--- src/rtl/bus_debug_master.sv ---
// Byte-stream debug bus master: decodes 'W'/'R' commands from a byte stream,
// issues one word transaction on the valid/ready memory bus and streams back the result.
module bus_debug_master #(
    parameter int unsigned TIMEOUT_CYCLES = 255
) (
    input  logic        clk,
    input  logic        reset_n,
    input  logic        cmd_valid,
    input  logic [7:0]  cmd_data,
    output logic        cmd_ready,
    output logic        rsp_valid,
    output logic [7:0]  rsp_data,
    input  logic        rsp_ready,
    output logic        mem_valid,
    input  logic        mem_ready,
    output logic [31:0] mem_addr,
    output logic [31:0] mem_wdata,
    output logic [3:0]  mem_wstrb,
    input  logic [31:0] mem_rdata,
    output logic        busy
);

    localparam int unsigned CW = (TIMEOUT_CYCLES > 1) ? $clog2(TIMEOUT_CYCLES + 1) : 1;
    localparam logic [CW-1:0] TO_LAST = CW'((TIMEOUT_CYCLES > 0) ? TIMEOUT_CYCLES - 1 : 0);
    localparam logic [7:0] OP_W    = 8'h57;
    localparam logic [7:0] OP_R    = 8'h52;
    localparam logic [7:0] RSP_OK  = 8'h4B;
    localparam logic [7:0] RSP_ERR = 8'h3F;
    localparam logic [7:0] RSP_TO  = 8'h54;

    typedef enum logic [2:0] {
        S_IDLE,
        S_ADDR,
        S_DATA,
        S_BUS,
        S_RESP
    } state_t;

    state_t        state_q, state_d;
    logic          is_wr_q, is_wr_d;
    logic [1:0]    byte_cnt_q, byte_cnt_d;
    logic [31:0]   addr_q, addr_d;
    logic [31:0]   wdata_q, wdata_d;
    logic [CW-1:0] to_cnt_q, to_cnt_d;
    logic          mem_valid_q, mem_valid_d;
    logic [31:0]   mem_addr_q, mem_addr_d;
    logic [31:0]   mem_wdata_q, mem_wdata_d;
    logic [3:0]    mem_wstrb_q, mem_wstrb_d;
    logic          rsp_valid_q, rsp_valid_d;
    logic [7:0]    rsp_data_q, rsp_data_d;
    logic [23:0]   rsp_buf_q, rsp_buf_d;
    logic [1:0]    rsp_left_q, rsp_left_d;

    logic          cmd_fire;
    logic [31:0]   addr_nx;
    logic [31:0]   wdata_nx;

    assign cmd_ready = (state_q == S_IDLE) || (state_q == S_ADDR) || (state_q == S_DATA);
    assign cmd_fire  = cmd_valid && cmd_ready;
    // Little-endian fields: each new byte enters at the top and moves down.
    assign addr_nx   = {cmd_data, addr_q[31:8]};
    assign wdata_nx  = {cmd_data, wdata_q[31:8]};

    always_comb begin
        state_d     = state_q;
        is_wr_d     = is_wr_q;
        byte_cnt_d  = byte_cnt_q;
        addr_d      = addr_q;
        wdata_d     = wdata_q;
        to_cnt_d    = to_cnt_q;
        mem_valid_d = mem_valid_q;
        mem_addr_d  = mem_addr_q;
        mem_wdata_d = mem_wdata_q;
        mem_wstrb_d = mem_wstrb_q;
        rsp_valid_d = rsp_valid_q;
        rsp_data_d  = rsp_data_q;
        rsp_buf_d   = rsp_buf_q;
        rsp_left_d  = rsp_left_q;

        case (state_q)
            S_IDLE: begin
                if (cmd_fire) begin
                    if ((cmd_data == OP_W) || (cmd_data == OP_R)) begin
                        is_wr_d    = (cmd_data == OP_W);
                        byte_cnt_d = 2'd0;
                        state_d    = S_ADDR;
                    end else begin
                        rsp_valid_d = 1'b1;
                        rsp_data_d  = RSP_ERR;
                        rsp_left_d  = 2'd0;
                        state_d     = S_RESP;
                    end
                end
            end
            S_ADDR: begin
                if (cmd_fire) begin
                    addr_d     = addr_nx;
                    byte_cnt_d = byte_cnt_q + 2'd1;
                    if (byte_cnt_q == 2'd3) begin
                        if (is_wr_q) begin
                            state_d = S_DATA;
                        end else begin
                            mem_valid_d = 1'b1;
                            mem_addr_d  = {addr_nx[31:2], 2'b00};
                            mem_wstrb_d = 4'b0000;
                            to_cnt_d    = '0;
                            state_d     = S_BUS;
                        end
                    end
                end
            end
            S_DATA: begin
                if (cmd_fire) begin
                    wdata_d    = wdata_nx;
                    byte_cnt_d = byte_cnt_q + 2'd1;
                    if (byte_cnt_q == 2'd3) begin
                        mem_valid_d = 1'b1;
                        mem_addr_d  = {addr_q[31:2], 2'b00};
                        mem_wdata_d = wdata_nx;
                        mem_wstrb_d = 4'b1111;
                        to_cnt_d    = '0;
                        state_d     = S_BUS;
                    end
                end
            end
            S_BUS: begin
                // A completion in the same cycle as the timeout still counts as a completion.
                if (mem_ready) begin
                    mem_valid_d = 1'b0;
                    mem_wstrb_d = 4'b0000;
                    rsp_valid_d = 1'b1;
                    state_d     = S_RESP;
                    if (is_wr_q) begin
                        rsp_data_d = RSP_OK;
                        rsp_left_d = 2'd0;
                    end else begin
                        rsp_data_d = mem_rdata[7:0];
                        rsp_buf_d  = mem_rdata[31:8];
                        rsp_left_d = 2'd3;
                    end
                end else if ((TIMEOUT_CYCLES != 0) && (to_cnt_q == TO_LAST)) begin
                    mem_valid_d = 1'b0;
                    mem_wstrb_d = 4'b0000;
                    rsp_valid_d = 1'b1;
                    rsp_data_d  = RSP_TO;
                    rsp_left_d  = 2'd0;
                    state_d     = S_RESP;
                end else begin
                    to_cnt_d = to_cnt_q + CW'(1);
                end
            end
            S_RESP: begin
                if (rsp_ready) begin
                    if (rsp_left_q == 2'd0) begin
                        rsp_valid_d = 1'b0;
                        state_d     = S_IDLE;
                    end else begin
                        rsp_data_d = rsp_buf_q[7:0];
                        rsp_buf_d  = {8'h00, rsp_buf_q[23:8]};
                        rsp_left_d = rsp_left_q - 2'd1;
                    end
                end
            end
            default: state_d = S_IDLE;
        endcase
    end

    always_ff @(posedge clk or negedge reset_n) begin
        if (!reset_n) begin
            state_q     <= S_IDLE;
            is_wr_q     <= 1'b0;
            byte_cnt_q  <= 2'd0;
            addr_q      <= 32'h0;
            wdata_q     <= 32'h0;
            to_cnt_q    <= '0;
            mem_valid_q <= 1'b0;
            mem_addr_q  <= 32'h0;
            mem_wdata_q <= 32'h0;
            mem_wstrb_q <= 4'b0000;
            rsp_valid_q <= 1'b0;
            rsp_data_q  <= 8'h00;
            rsp_buf_q   <= 24'h0;
            rsp_left_q  <= 2'd0;
        end else begin
            state_q     <= state_d;
            is_wr_q     <= is_wr_d;
            byte_cnt_q  <= byte_cnt_d;
            addr_q      <= addr_d;
            wdata_q     <= wdata_d;
            to_cnt_q    <= to_cnt_d;
            mem_valid_q <= mem_valid_d;
            mem_addr_q  <= mem_addr_d;
            mem_wdata_q <= mem_wdata_d;
            mem_wstrb_q <= mem_wstrb_d;
            rsp_valid_q <= rsp_valid_d;
            rsp_data_q  <= rsp_data_d;
            rsp_buf_q   <= rsp_buf_d;
            rsp_left_q  <= rsp_left_d;
        end
    end

    assign mem_valid = mem_valid_q;
    assign mem_addr  = mem_addr_q;
    assign mem_wdata = mem_wdata_q;
    assign mem_wstrb = mem_wstrb_q;
    assign rsp_valid = rsp_valid_q;
    assign rsp_data  = rsp_data_q;
    assign busy      = (state_q != S_IDLE);

endmodule

--- config.mk ---
export PLATFORM = sky130hd
export DESIGN_NAME = bus_debug_master
export DESIGN_NICKNAME = d
export VERILOG_FILES = /design/src/rtl/bus_debug_master.sv
export SDC_FILE = /design/constraint.sdc
export NUM_CORES = 1
export LEC_CHECK = 0
export CAP_MARGIN = 20
export CORE_ASPECT_RATIO = 1.4
export CORE_MARGIN = 10
export CORE_UTILIZATION = 23
export CTS_BUF_LIST = sky130_fd_sc_hd__clkbuf_4 sky130_fd_sc_hd__clkbuf_8
export DETAILED_ROUTE_END_ITERATION = 16
export HOLD_SLACK_MARGIN = 0.05
export PLACE_DENSITY = 0.41
export SETUP_SLACK_MARGIN = 0.15
export SLEW_MARGIN = 20
export SYNTH_ARGS = -nofsm -noshare
export SYNTH_HDL_FRONTEND = slang
export SYNTH_SLANG_ARGS = --single-unit
--- constraint.sdc ---
create_clock -name clk -period 2.8 [get_ports clk]
set_clock_uncertainty 0.2 [all_clocks]
set_input_delay 0.56 -clock clk [delete_from_list [all_inputs] [get_ports clk]]
set_output_delay 0.56 -clock clk [all_outputs]
set_load 0.005 [all_outputs]
Yosys cells after proc, flatten, opt, wreduce, memory -nomap -nowiden:

Index checks and enable logic that the tools add are counted.
Widths: inputs -> output; s select.

* register bits after elaboration: 182
* bits of input ports: 45
* output and inout port bits: 80
* word-level logic and storage cells: 141

* $add $sub $neg: 3
* equal/unequal tests: 25
* multiplexer cells: 74
* reduce and logical (&&, ||, !) cells: 25

Operators with widths (count)
* $mux 32: 5
* $mux 8: 14
* $mux 24: 4
* $pmux 32 s2: 1
* $pmux 24 s2: 1
* $pmux 8 s3: 2
* $mux 3: 10
* $mux 4: 7
* $ne 2x2->1 const B: 12
* $mux 2: 10
* $reduce_and 6->1: 3
* $eq 8x7->1 const B: 2
* $reduce_and 8->1: 2
* $pmux 3 s5: 1
* $mux 1: 14
* $pmux 4 s3: 1
* $reduce_bool 3->1: 3
* $add 8x1->8 const B: 1
* $eq 8x8->1 const B: 1
* $ne 2x1->1 const B: 4
* $reduce_and 7->1: 1
* $eq 3x2->1 const B: 2
* $pmux 1 s3: 2
* $pmux 2 s3: 1
* other kinds (17): 23

Depth between registers and ports, before layout:

* depth after elaboration: 6
* depth in mapped cells: 7
* depth with buffers taken out: 6

Least setup slack after synthesis:

OpenSTA, ideal clock, no wires.

* path type: input-to-reg
* start point: input cmd_data[5]
* end point: register rsp_data_q[0], in the netlist rsp_data[0]
* setup time: 0.125 ns
* data arrival time: 1.841 ns
* data required time: 2.475 ns
* setup slack: 0.634 ns
* stages on the path: 4
* cell sequence: and4bb_2 > nand3_4 > o311ai_4 > mux2_2

* longest elaborated chain between the ends: 4
* elaborated cells on any way between the ends: 5
* those cells by class: eq/ne: 3; reduce/logical: 2

RTL lines
* from (decl): line 9 `input logic [7:0] cmd_data,`
* $eq 8x7->1: line 83 `if ((cmd_data == OP_W) || (cmd_data == OP_R)) begin`
* $logic_or 1x1->1 (*): line 83
* $ne 2x2->1 (no source line) (*)
* $reduce_and 6->1 (no source line) (*)
* to (signal assigned): line 196 `rsp_data_q <= rsp_data_d;`
* to (decl): line 50 `logic [7:0] rsp_data_q, rsp_data_d;`

Mark *: on every way between the ends. The rest lies on a longest branch, timed or not.
A chain may end at the register's enable or synchronous reset.

Worst setup path in the final report:

* start point: register state_q[0]
* end point: output busy

* longest elaborated chain between the ends: 1

RTL lines
* from (decl): line 39 `state_t state_q, state_d;`
* from (signal assigned): line 185 `state_q <= state_d;`
* $reduce_bool 3->1: line 208 `assign busy = (state_q != S_IDLE);`
* to (decl): line 20 `output logic busy`

No other way between the ends.

==> flow_metrics.tcl <==
set metrics [dict create \
    status "finished, final reports clean" \
    final_nets 818 \
    hold_start "addr_q[9]" \
    seq_area_frac_synth_pct 56.07 \
    pre_cts_ws_ns -0.05365 \
    worstPathArrival_ns 1.69 \
    grt_use_total_pct 10.78 \
    yosysWarningCount 0 \
    setup_slack_ns 0.3469 \
    cpMaxStageDelayCell "dfrtp_2" \
    cts_max_path_buffers 2 \
    cts_root_buf "clkbuf_8" \
    via_count 5261 \
    p_per_area_nw_per_um2 839.2 \
    final_common_cell "dfrtp_1" \
    relSlewSlack_pct 53.41 \
    drive_gt1_share_pct 23.30 \
    reg2reg_depth 5 \
    whs_ns 0.3124 \
    yosys_register_bits 167 \
    maxCapViolCount 0 \
    hold_depth 1 \
    synth_edf_count 0 \
    hold_class "register to register" \
    initial_utilization_pct 23.44 \
    dr.pass1.iters 7 \
    finalCritPeriodShare_pct 87.61 \
    ir_worst_vdd_mv 0.3542 \
    p_comb_share_pct 29.5 \
    place.gp.congestion 0.7591 \
    synthDistinctLibCells 56 \
    clk_latency_ns 0.47 \
    mostFrequentLayoutCells "dfrtp_1 (164), clkdlybuf4s50_1 (119), mux2_2 (93), a21oi_1 (67), nand2_1 (48)" \
    worst_setup_path_start_kind "register" \
    synth.top_cell.area_share_pct 56.07 \
    stdcell_count 1177 \
    syn-instance-count 637 \
    synthToLayoutAreaGrowth_pct 32.23 \
    ff2ff_setup_slack_ns 0.50 \
    slowest_delay_ns 0.50 \
    end_kind "output pin" \
    swShare_pct 31.36 \
    grt_overflow 0 \
    post_dp_cell_area_um2 9371 \
    setup-violations-final 0 \
    drt_iter0_markers 212 \
    dp_hpwl_um 14660 \
    cts_tree "built" \
    rows 77 \
    fmax_mhz 407.7 \
    antenna_found_initial 2 \
    cts_sinks 167 \
    worstMarginPinSlew_ns 0.6971 \
    synthArstFlopShare_pct 100.0 \
    synthTopCellsByArea "dfrtp_1 (56%), mux2_2 (14%), mux2i_1 (5.0%)" \
    fp.dieW_um 172.1 \
    remaining_drc_errors 0 \
    setup_tns_ns 0 \
    crit_family "flip-flops" \
    leakagePower_nw 4.141 \
    cp_max_fo 13 \
    clkTransAtPathRegs_ns 0.10 \
    synth_area_um2 7453 \
    wl_um 21140 \
    cts_made_buffers 17 \
    clockPowerShare_pct 25.3 \
    synth_top_area_cell "dfrtp_1" \
    routed_via_density 4.470 \
    chipHeight_um 233 \
    grt_pass1_vias 5459 \
    ant_nets 0 \
    final_max_slew_viol_count 0 \
    switching_power_mw 2.594 \
    r2r-end "rsp_data[1]" \
    synth-main-ff-cell "dfrtp_1" \
    required_ns 2.04 \
    path_cells "or3_1 > dlygate4sd2_1" \
    path_buf_inv 1 \
    min_period_ns 2.453 \
    cts_setup_buffers 0 \
    r2r_start "state_q[1]" \
    io_pins 125 \
    holdPathEnd "addr_q[9]" \
    rsz0062_at_grt "no" \
    htreeDepth 4 \
    hold_viol_final 0 \
    grt_pass1_wl_um 33430 \
    grt_max_degree 52 \
    synth.avg_cell_area_um2 11.70 \
    share_seq_of_total_power_pct 45.2 \
    fin_util_pct 31.00 \
    die-area_um2 40110 \
    design_area_um2 9856 \
    p_total_mw 8.271 \
    path_class "register to output pin" \
    p_int_mw 5.677 \
    placed_cells 1144 \
    routedWlPerCell_um 17.96 \
    coreArea_um2 31790 \
    port_buffers 122 \
]
==> worst max path at each step <==
stage          depth (start not counted)   startpoint     endpoint  slack (ns)
2_1_floorplan                          4  cmd_data[5]  rsp_data[0]        0.63
3_3_place_gp                           5  cmd_data[5]  rsp_data[5]       -0.02
3_5_place_dp                           5  cmd_data[5]  rsp_data[1]       -0.05
4_1_cts                                2   state_q[0]         busy        0.27
5_1_grt                                2   state_q[0]         busy        0.24
6_report                               2   state_q[0]         busy        0.35
==> power by group through the flow <==
stage          logic [mW]  registers, mW  clock network (mW)
2_1_floorplan        1.33           3.63                   0
3_3_place_gp         2.50           3.78                   0
3_5_place_dp         2.52           3.80                   0
4_1_cts              2.52           3.75                2.20
5_1_grt              2.74           3.87                2.27
6_report             2.44           3.74                2.09
==> per-layer routing <==
metal | part of all wire (%) | GRT usage [%] | up-vias
met5 | 0.062 | 0 | -
met4 | 1.2 | 3.646 | 2
met3 | 4.1 | 2.847 | 17
met2 | 51 | 17.99 | 84
met1 | 44 | 13.11 | 2633
li1 | - | - | 2525
==> layout make-up <==
type	instances	area (µm²)
Inverter	18	67.56
Timing Repair Buffer	160	1620
Clock buffer	19	255.2
Fill cell	3326	21940
Sequential cell	167	4183
Antenna cell	1	2.502
Tap cell	395	494.2
Clock inverter	12	215.2
Multi-Input combinational cell	405	3018
==> worst register-to-register path, stage by stage, from the launching register on <==
cell and delay, ns:
dfrtp_2 0.49, buf_4 0.21, or3b_1 0.47, o211ai_2 0.22
o311ai_4 0.26, mux2_2 0.36
==> flip-flops by register name, indices dropped and copies added, names as in the netlist <==
name        flops
rsp_valid       1
addr_q         30
mem_valid       1
rsp_data        8
mem_wdata      32
mem_wstrb       1
rsp_buf_q      24
rsp_left_q      2
byte_cnt_q      2
state_q         3
is_wr_q         1
wdata_q        24
mem_addr       30
to_cnt_q        8
==> synthesized netlist by cell type (all sizes together), types with 3 or more instances <==
master  count
a31oi      20
or2         3
o22ai       3
ha          4
clkbuf     17
o221ai      3
nand3      15
nor2       33
mux2       93
mux2i      37
inv        18
nand2      48
o21ai      25
buf        31
dfrtp     167
nand2b      6
a21oi      67
a211oi      4
==> repair_timing <==
action / in CTS / in global routing
endpoints found under the hold margin: 32 / 0
gates resized for setup: 5 / 0
endpoints found under the setup margin: 2 / 0
hold buffers: 1 / 0
==> cells by family (layout without fill, tap and decap cells) <==
group                    count (synthesis)  after routing  share of synthesized area, %
flip-flops                             167            167                         56.07
AO/OA/AOI/OAI                          145            145                         11.95
multiplexers                           130            130                         19.02
AND/OR/NAND/NOR                        123            123                         8.125
buffers and inverters                   66            209                         3.995
adder cells (fa/ha/maj)                  4              4                        0.6715
other                                    1              3                       0.05031
XOR/XNOR                                 1              1                        0.1175
(Power assumes the default switching activity.)
